**src/rtl/micro_mult_host.sv**
```systemverilog
// micro_mult_host
//
// Host-side initiator for the tt_um_njp_micro 8x8 multiplier pin interface.
// An operand pair is accepted on the request port and driven onto the
// multiplier pins as: load A, load B, start. The host then waits for the
// multiplier's done level and reads the 16-bit product back one byte at a
// time. The product, or a timeout indication, is returned on the response
// port. Only one transaction is in flight at a time.
//
// Parameters
//   TIMEOUT   maximum number of WAIT cycles without done before giving up (>= 1)
//   CNT_W     width of the WAIT cycle counter, 2**CNT_W must exceed TIMEOUT
//
// Ports
//   clk        rising-edge clock
//   rst        asynchronous active-high reset
//   req_valid  operand request valid
//   req_ready  high only while idle
//   req_a      multiplicand
//   req_b      multiplier
//   rsp_valid  response valid, held until rsp_ready
//   rsp_ready  response accept
//   rsp_prod   product {hi,lo}, zero on timeout
//   rsp_tmo    done was not seen within TIMEOUT cycles
//   pin_ui     operand byte to the multiplier ui_in
//   pin_uio    to uio_in: [1:0] cmd (00 nop, 01 load A, 10 load B, 11 start),
//              [2] product byte select (0 lo, 1 hi), [7:3] zero
//   pin_uo     product byte from the multiplier uo_out
//   pin_done   product ready level from the multiplier uio_out[7]

module micro_mult_host #(
    parameter int TIMEOUT = 255,
    parameter int CNT_W   = 8
) (
    input  logic        clk,
    input  logic        rst,
    input  logic        req_valid,
    output logic        req_ready,
    input  logic [7:0]  req_a,
    input  logic [7:0]  req_b,
    output logic        rsp_valid,
    input  logic        rsp_ready,
    output logic [15:0] rsp_prod,
    output logic        rsp_tmo,
    output logic [7:0]  pin_ui,
    output logic [7:0]  pin_uio,
    input  logic [7:0]  pin_uo,
    input  logic        pin_done
);

    typedef enum logic [2:0] {
        IDLE,
        LOAD_A,
        LOAD_B,
        START,
        WAIT,
        READ_LO,
        READ_HI,
        RESP
    } state_t;

    localparam logic [7:0] UIO_NOP    = 8'h00;
    localparam logic [7:0] UIO_LOAD_A = 8'h01;
    localparam logic [7:0] UIO_LOAD_B = 8'h02;
    localparam logic [7:0] UIO_START  = 8'h03;
    localparam logic [7:0] UIO_SEL_HI = 8'h04;

    localparam logic [CNT_W-1:0] CNT_LIMIT = CNT_W'(TIMEOUT);

    state_t           state_q;
    logic [7:0]       b_q;
    logic [7:0]       lo_q;
    logic [CNT_W-1:0] cnt_q;
    logic [CNT_W-1:0] cnt_d;
    logic             req_ready_q;
    logic             rsp_valid_q;
    logic [15:0]      rsp_prod_q;
    logic             rsp_tmo_q;
    logic [7:0]       pin_ui_q;
    logic [7:0]       pin_uio_q;

    // Count of WAIT cycles that have gone by without done, including this one.
    always_comb begin
        cnt_d = cnt_q + CNT_W'(1);
    end

    // Transaction sequencer. Every output is a register loaded on the edge
    // that enters the state it belongs to, so the pins the multiplier sees
    // only ever change on clk edges. pin_done is looked at only in WAIT,
    // which keeps stale or glitching done levels in other states harmless.
    always_ff @(posedge clk or posedge rst) begin
        if (rst) begin
            state_q     <= IDLE;
            b_q         <= 8'h00;
            lo_q        <= 8'h00;
            cnt_q       <= '0;
            req_ready_q <= 1'b1;
            rsp_valid_q <= 1'b0;
            rsp_prod_q  <= 16'h0000;
            rsp_tmo_q   <= 1'b0;
            pin_ui_q    <= 8'h00;
            pin_uio_q   <= UIO_NOP;
        end else begin
            case (state_q)
                IDLE: begin
                    if (req_valid && req_ready_q) begin
                        state_q     <= LOAD_A;
                        req_ready_q <= 1'b0;
                        b_q         <= req_b;
                        pin_ui_q    <= req_a;
                        pin_uio_q   <= UIO_LOAD_A;
                    end
                end
                LOAD_A: begin
                    state_q   <= LOAD_B;
                    pin_ui_q  <= b_q;
                    pin_uio_q <= UIO_LOAD_B;
                end
                LOAD_B: begin
                    state_q   <= START;
                    pin_ui_q  <= 8'h00;
                    pin_uio_q <= UIO_START;
                end
                START: begin
                    state_q   <= WAIT;
                    cnt_q     <= '0;
                    pin_uio_q <= UIO_NOP;
                end
                WAIT: begin
                    // done is checked before the limit so that done arriving
                    // on the final allowed cycle still yields a normal read.
                    if (pin_done) begin
                        state_q <= READ_LO;
                    end else begin
                        cnt_q <= cnt_d;
                        if (cnt_d == CNT_LIMIT) begin
                            state_q     <= RESP;
                            rsp_valid_q <= 1'b1;
                            rsp_prod_q  <= 16'h0000;
                            rsp_tmo_q   <= 1'b1;
                        end
                    end
                end
                READ_LO: begin
                    // Select has been low since WAIT, so the low byte is settled.
                    state_q   <= READ_HI;
                    lo_q      <= pin_uo;
                    pin_uio_q <= UIO_SEL_HI;
                end
                READ_HI: begin
                    state_q     <= RESP;
                    pin_uio_q   <= UIO_NOP;
                    rsp_valid_q <= 1'b1;
                    rsp_prod_q  <= {pin_uo, lo_q};
                    rsp_tmo_q   <= 1'b0;
                end
                RESP: begin
                    if (rsp_ready) begin
                        state_q     <= IDLE;
                        rsp_valid_q <= 1'b0;
                        req_ready_q <= 1'b1;
                    end
                end
                default: begin
                    state_q     <= IDLE;
                    req_ready_q <= 1'b1;
                    rsp_valid_q <= 1'b0;
                    pin_ui_q    <= 8'h00;
                    pin_uio_q   <= UIO_NOP;
                end
            endcase
        end
    end

    assign req_ready = req_ready_q;
    assign rsp_valid = rsp_valid_q;
    assign rsp_prod  = rsp_prod_q;
    assign rsp_tmo   = rsp_tmo_q;
    assign pin_ui    = pin_ui_q;
    assign pin_uio   = pin_uio_q;

endmodule

```
**config.mk**
```make
export PLATFORM = sky130hd
export DESIGN_NAME = micro_mult_host
export DESIGN_NICKNAME = d
export VERILOG_FILES = /design/src/rtl/micro_mult_host.sv
export SDC_FILE = /design/constraint.sdc
export NUM_CORES = 1
export LEC_CHECK = 0
export ABC_AREA = 1
export CAP_MARGIN = 20
export CORE_UTILIZATION = 47
export DETAILED_ROUTE_END_ITERATION = 8
export PLACE_DENSITY = 0.77
export SLEW_MARGIN = 5
export SYNTH_ARGS = -nofsm -noshare
export SYNTH_HDL_FRONTEND = slang
export SYNTH_SLANG_ARGS = --single-unit
export TNS_END_PERCENT = 1
```
**constraint.sdc**
```tcl
create_clock -name clk -period 2.3 [get_ports clk]
set_input_delay 0.46 -clock clk [delete_from_list [all_inputs] [get_ports clk]]
set_output_delay 0.46 -clock clk [all_outputs]
set_load 0.05 [all_outputs]
```
Word level (Yosys, flattened, before mapping)
Cells that the tools add are included.

Logic and storage cells: 63. Output and inout bits: 35. Bits of input ports: 29. Bits in registers: 62.

Equality and inequality tests: 13. Reductions and logical operators: 17. $add $sub $neg: 1. Muxes and demuxes: 22.

Operators by type and width (count): $pmux 8 s5 (1); $mux 16 (2); $pmux 16 s2 (1); $mux 8 (3); $pmux 3 s8 (1); $pmux 8 s3 (1); $pmux 8 s2 (1); $eq 3x3->1 const B (4); $mux 3 (4); $reduce_and 3->1 (3); $add 8x1->8 const B (1); $eq 8x8->1 const B (1); $ne 2x2->1 const B (4); $reduce_and 2->1 (4); $eq 3x2->1 const B (2); $reduce_bool 2->1 (3); $reduce_bool 3->1 (2); $mux 1 (5); $reduce_bool 5->1 (1); $pmux 1 s2 (2); $reduce_and 4->1 (1); $eq 3x1->1 const B (1); $logic_not 3->1 (1); $ne 3x3->1 const B (1); other kinds (3) (3).

Longest topological paths before layout
Depth in word-level cells: 5. Mapped depth: 13.

Worst setup path after synthesis
Ideal clock, no wire load.

Path kind: reg2reg. Start point: reg cnt_q[0]. End point: reg rsp_prod_q[1], in the netlist rsp_prod[1]. Setup slack: 652 ps. Cell stages (with the launch flop): 13. Data arrival time: 1529 ps. Period minus slack after synthesis: 1648 ps. Cell sequence: dfrtp_1 ha_1 nand3_1 nand2_1 nand2_1 nand3_1 nor2_1 nand2_1 nand2_2 nand3_4 buf_6 nand2_1 nand2_1.

Longest elaborated chain between the ends: 4.

RTL lines: start, declared (line 73) `logic [CNT_W-1:0] cnt_q;`; start signal, assigned (line 135) `cnt_q <= cnt_d;`; $add 8x1->8 (line 84) `cnt_d = cnt_q + CNT_W'(1);`; $eq 8x8->1 (line 136) `if (cnt_d == CNT_LIMIT) begin`; $ne 2x2->1 (no line); $reduce_and 3->1 (no line); end signal, assigned (line 154) `rsp_prod_q <= {pin_uo, lo_q};`; end, declared (line 77) `logic [15:0] rsp_prod_q;`.

No other way between the ends. A chain may end at the register's enable or synchronous reset.

Worst setup path in the final report
Start point: reg req_ready_q, in the netlist req_ready. End point: out req_ready.

RTL lines: start, declared (line 75) `logic req_ready_q;`; start signal, assigned (line 97) `req_ready_q <= 1'b1;`; start signal, assigned (line 108) `req_ready_q <= 1'b0;`; start signal, assigned (line 161) `req_ready_q <= 1'b1;`; end, declared (line 38) `output logic req_ready,`.

No word-level cell between the ends.

==> metrics <==
cts bufs inserted 9; Max Root-Sink Buffers 2; unrepaired setup endpoints after global routing no; TritonCTS clock tree done; final RePlAce weighted congestion 0.8020; critical path peak fanout 3; Placement Rows 26; final setup margin 187.9 ps; P_leak 1.662 nW; area of the multi-input gates 969.7 µm²; CP Capture Type output port; register area 0.001428 mm²; Hold Startpoint rsp_prod[4]; status finished, final reports clean; layout cell share with drive strength beyond 1 0.08947; net count reported at finish 407; Final Max Slew Viols 0; CORE AREA 0.005205 mm²; Slowest-stage cell, CP clkdlybuf4s50_1; CP startpoint kind flop; #FFs+latches synth 57; drc violations 0; fin crit share 0.9183; die area 0.005806 mm²; minimum clock period 2112 ps; fmax 473.5 MHz; post-CTS setup buffers 0; DRT antenna net count 0; Crit Path Category reg2out; Die Span X 76.20 µm; fin cells 450; Crit. Startpoint req_ready; Initial Util 0.4971; worst reg2reg startpoint cnt_q[1]; Critical Path RT 1840 ps; post-synthesis sequential area ratio 0.5517; critical path's largest stage delay 790 ps; Avg WL per Cell 12.20 µm; Setup WS pre-CTS 387.3 ps; initial antenna violation count 0; slew of the pin with the lowest slew margin 529.1 ps; commonest non-fill, non-tap cells in the layout nand2_1 (113), clkdlybuf4s50_1 (58), dfrtp_1 (56); CP cell instances clkdlybuf4s50_1; setup TNS 0 ps; worst skew pair latency 330 ps; Placed Area 0.003234 mm²; n_diodes 0; P per Cell Area 1545 mW/mm²; fill count 446; Syn Inst Count 311; Area Growth Syn to Fin 32.54%; DP Wirelength 3742 µm; CP Buf/Inv Count 1; Clock Pin Slew Worst Setup and Hold Paths 60 ps; peak supply drop 0.8409 mV; worst min-delay path category reg2reg; Iter 0 DRT Violations 214; yosys warns 0; Root Driver clkbuf_8; fin area 0.003430 mm²; clk sinks 57; largest net degree at the start of global routing 58; via count of the first global-routing pass 2073; max-cap violation count 0; die height 76.20 µm; Placed Cells 435; commonest non-fill, non-tap cell in the layout nand2_1; Post-Synthesis Cell Area 0.002587 mm²; first-pass GRT wire length 9749 µm; IO Port Bufs 58; Worst Path Arrival 1650 ps; Worst slew margin 0.6461; H-tree levels 3; vias per cell 4.842; DR vias 2179; Crit path max-delay family buffers and inverters; GRT Total Usage 0.2163; final setup vio count 0; clock skew 5.340 ps; DRT Wirelength 5491 µm; post-CTS sizing 0; CTS Hold Buffers Added 0; final hold violation count 0; first-pass iteration count of the detailed router 4; Ports 64; Synth Area per Inst 8.320 µm²; Synth cell types 28; global route total overflow 0
-- cell usage after synthesis, drive strengths merged --
| master | n | share of area |
|---|---|---|
| nand2 | 117 | 0.17 |
| dfrtp | 56 | 0.54 |
| inv | 32 | 0.047 |
| nor2 | 32 | 0.047 |
| a21oi | 12 | 0.023 |
| buf | 12 | 0.030 |
| o21ai | 12 | 0.023 |
| nand3 | 9 | 0.024 |
| nand4 | 7 | 0.017 |
| o22ai | 5 | 0.012 |
| a31oi | 4 | 0.0097 |
| mux2 | 4 | 0.017 |
| ha | 2 | 0.0097 |
| nor4 | 2 | 0.0048 |
| clkinv | 1 | 0.0014 |
| conb | 1 | 0.0014 |
| dfstp | 1 | 0.010 |
| nor3 | 1 | 0.0019 |
| o32ai | 1 | 0.0034 |
-- worst min-delay path, delay by kind of cell, from the launching register on --
family | cells | cell delay [ps]
DFF | 1 | 340
and+or+nand+nor | 2 | 100
-- through the flow --
stage            util  power (mW)  hold slack, ps
5_1_grt        0.6589       5.686           499.5
4_1_cts        0.6589       5.335           473.8
3_3_place_gp   0.6214       4.330           454.2
2_1_floorplan       -       3.612           442.2
6_report       0.6589       5.297           470.2
3_5_place_dp   0.6214       4.386           458.2
-- kinds of logic (layout without fill, tap and decap cells) --
| family | count (synthesis) | in the layout | synth area share |
|---|---|---|---|
| AND/OR/NAND/NOR | 168 | 168 | 0.2689 |
| multiplexers | 4 | 4 | 0.01741 |
| AO/OA/AOI/OAI | 34 | 34 | 0.07156 |
| flip-flops | 57 | 57 | 0.5517 |
| adder cells (fa/ha/maj) | 2 | 2 | 0.009670 |
| buffers and inverters | 45 | 110 | 0.07930 |
| other | 1 | 5 | 0.001449 |
-- sequential cells by signal, indices dropped and copies added, names as in the netlist --
signal / count
state_q: 3
cnt_q: 8
rsp_tmo: 1
b_q: 8
rsp_valid: 1
rsp_prod: 16
req_ready: 1
pin_uio: 3
pin_ui: 8
lo_q: 8
-- final cells by class --
cell class | count | area share
clock buffer | 12 | 0.04524
clock inverter | 3 | 0.01167
inverter | 33 | 0.03685
multi-input combinational | 213 | 0.2827
sequential | 57 | 0.4163
tap | 70 | 0.02554
timing repair buffer | 62 | 0.1817
-- per-layer routing --
layer  share of wire  global-route usage  vias to the layer above
met5               0                   0                        -
met2            0.49              0.3300                       57
met4          0.0086              0.1212                        0
met1            0.46              0.2886                     1016
met3           0.040             0.04551                        6
li1                -                   -                     1100
-- final timing paths --
| path | to | slack [ps] | cells after the start |
|---|---|---|---|
| max in group asynchronous | req_ready | 1500 | 3 |
| min reg2reg | rsp_prod[4] | 470 | 2 |
| min | rsp_prod[4] | 470 | 2 |
| max | req_ready | 190 | 1 |
| min in group asynchronous | rsp_prod[1] | 510 | 3 |
| max reg2reg | rsp_prod[1] | 430 | 10 |
-- where the power goes --
| part | switching (mW) | total [mW] | internal [mW] |
|---|---|---|---|
| Sequential | 0.291 | 1.76 | 1.47 |
| Clock | 0.368 | 0.918 | 0.550 |
| Combinational | 1.76 | 2.62 | 0.862 |
Note: power is estimated with default switching activity, not from simulation.
==> RTL edit (same flow settings) <==
Encoding of `state_t`: now one-hot (8 bits for 8 states).
--- a/src/rtl/micro_mult_host.sv
+++ b/src/rtl/micro_mult_host.sv
@@ -49,13 +49,13 @@
 );
 
-    typedef enum logic [2:0] {
-        IDLE,
-        LOAD_A,
-        LOAD_B,
-        START,
-        WAIT,
-        READ_LO,
-        READ_HI,
-        RESP
+    typedef enum logic [7:0] {
+        IDLE    = 8'b00000001,
+        LOAD_A  = 8'b00000010,
+        LOAD_B  = 8'b00000100,
+        START   = 8'b00001000,
+        WAIT    = 8'b00010000,
+        READ_LO = 8'b00100000,
+        READ_HI = 8'b01000000,
+        RESP    = 8'b10000000
     } state_t;
 
Behaviour: no difference found for any inputs over 10 cycles, from zero or initial values and one cycle with rst high; not proved beyond that.
==> RTL edit against the original RTL <==
  * Worst hold slack better by 0.0031 ns
  * Sequential power shrank 8%
  * Final area grew 8.2%
  * Synthesized area up 10%
  * Clock skew up 0.0041 ns
  * Non-clock buffer count is 1 higher
  * Register-to-register slack improved by 0.18 ns
  * Sequential cell count rose by 5
  * Total power decreased by 20%
  * Wire length increased by 10%
  * Setup slack got worse by 0.019 ns
  * Combinational power shrank 32%
  * Critical endpoint unchanged
==> RTL edit: results (changes against the original RTL) <==
nets = 453 (was 407)
Clk power = 0.852 mW (was 0.918 mW)
post-placement cell count = 486 (was 435)
Final Slew Violations = 0 (unchanged)
DR pass1 iterations = 4 (unchanged)
Worst Path Arrival = 1.67 ns (was 1.65 ns)
Max Used Layer = met4 (unchanged)
Placer Congestion = 0.809 (was 0.802)
largest cells by area after synthesis = dfrtp_1 53%, nand2_1 22%, inv_1 3.5%, nand3_1 3.2%, o21ai_0 2.3% (was dfrtp_1 54%, nand2_1 16%, nor2_1 4.5%, inv_1 4.2%, a21oi_1 2.3%)
CP Max Fanout = 3 (unchanged)
layout cells sized above 1 = 10.5% (was 8.95%)
Setup WS pre-CTS = 0.483 ns (was 0.387 ns)
Placed Instance Area = 3530 um^2 (was 3230 um^2)
cell count of the worst reg-to-reg path = 7 (was 10)
sequential share of the synthesized area = 54.4% (was 55.2%)
synth unique cells = 26 (was 28)
PD cells = 1150 nW/um^2 (was 1540 nW/um^2)
grt met3 use = 5.03% (was 4.55%)
hpwl dp = 4440 um (was 3740 um)
routed wl met3 = 319 um (was 219 um)
Mean Syn Cell Area = 8.07 um^2 (was 8.32 um^2)
Synth Flop Type = dfrtp_1 (unchanged)
Layout fillers = 506 (was 446)
min-delay worst type = primary input to async pin (was flip-flop to flip-flop)
H-tree Lvls = 3 (unchanged)
most frequent cells after synthesis = 170 x nand2_1, 60 x dfrtp_1, 27 x inv_1, 18 x nand3_1, 15 x nor2_1 (was 113 x nand2_1, 56 x dfrtp_1, 31 x nor2_1, 29 x inv_1, 12 x a21oi_1)
Clock Skew = 0.00948 ns (was 0.00534 ns)
Seq power = 1.62 mW (was 1.76 mW)
via count = 2415 (was 2179)
Total Routing Usage GR = 21.5% (was 21.6%)
first-pass GRT wire length = 10400 um (was 9750 um)
Non-Filler Instances = 502 (was 450)
DR WL/cell = 12.1 um (was 12.2 um)
routing usage on met2 = 35.0% (was 33.0%)
maximum vdd ir drop = 658 uV (was 841 uV)
sw power = 1.80 mW (was 2.42 mW)
Starting DRT DRC Count = 144 (was 214)
met1 Track Usage GR = 26.3% (was 28.9%)
WL met1 = 2600 um (was 2550 um)
routed wl met2 = 2980 um (was 2680 um)
worst-margin pin slew = 0.531 ns (was 0.529 ns)
status = complete, no violations (unchanged)
Async SR Flop Fraction = 100% (unchanged)
largest net degree at the start of global routing = 25 (was 58)
P_leak = 1.89 nW (was 1.66 nW)
RTL edit: cell types whose count changed in the layout (fill, tap and decap cells not counted), moves of 3 or more:
cell     change
nor2_1      -16
a21oi_1     -12
nand2_1     +57
a31oi_1      -4
mux2_2       -4
o21ai_0      +4
nand2_2      +4
nor2_4       +3
nand3_1     +11
nand4_1      -5
dfrtp_1      +4
RTL edit: final cells by class:
| class | count | area [um^2] | share of cell area, % |
|---|---|---|---|
| sequential | 62 | 1550 | 41.9 |
| clock inverter | 4 | 22.5 | 0.607 |
| tap | 75 | 93.8 | 2.53 |
| clock buffer | 12 | 155 | 4.18 |
| timing repair buffer | 63 | 643 | 17.3 |
| inverter | 33 | 126 | 3.41 |
| multi-input combinational | 253 | 1110 | 30.1 |
RTL edit: path summary, 6_finish.rpt:
check | slack, ns | from | end
hold / removal | 0.47 | rst | cnt_q[5]$_DFFE_PP0P_
min in group clk | 0.47 | rsp_prod[7]$_DFFE_PP0P_ | rsp_prod[7]$_DFFE_PP0P_
setup reg to reg | 0.61 | state_q[0]$_DFFE_PP1P_ | b_q[3]$_DFFE_PP0P_
max in group asynchronous | 1.33 | rst | state_q[2]$_DFFE_PP0P_
hold reg to reg | 0.47 | rsp_prod[7]$_DFFE_PP0P_ | rsp_prod[7]$_DFFE_PP0P_
setup / recovery | 0.17 | req_ready$_DFFE_PP1P_ | req_ready
RTL edit: cells by family (layout without fill, tap and decap cells):
kind of cell             after synthesis  in the layout  synth area share [%]
XOR/XNOR                               2              2                 0.613
other                                  1              5                 0.131
buffers and inverters                 43            112                  7.14
flip-flops                            62             62                  54.4
AO/OA/AOI/OAI                         18             18                  3.33
adder cells (fa/ha/maj)                2              2                 0.876
AND/OR/NAND/NOR                      226            226                  33.5
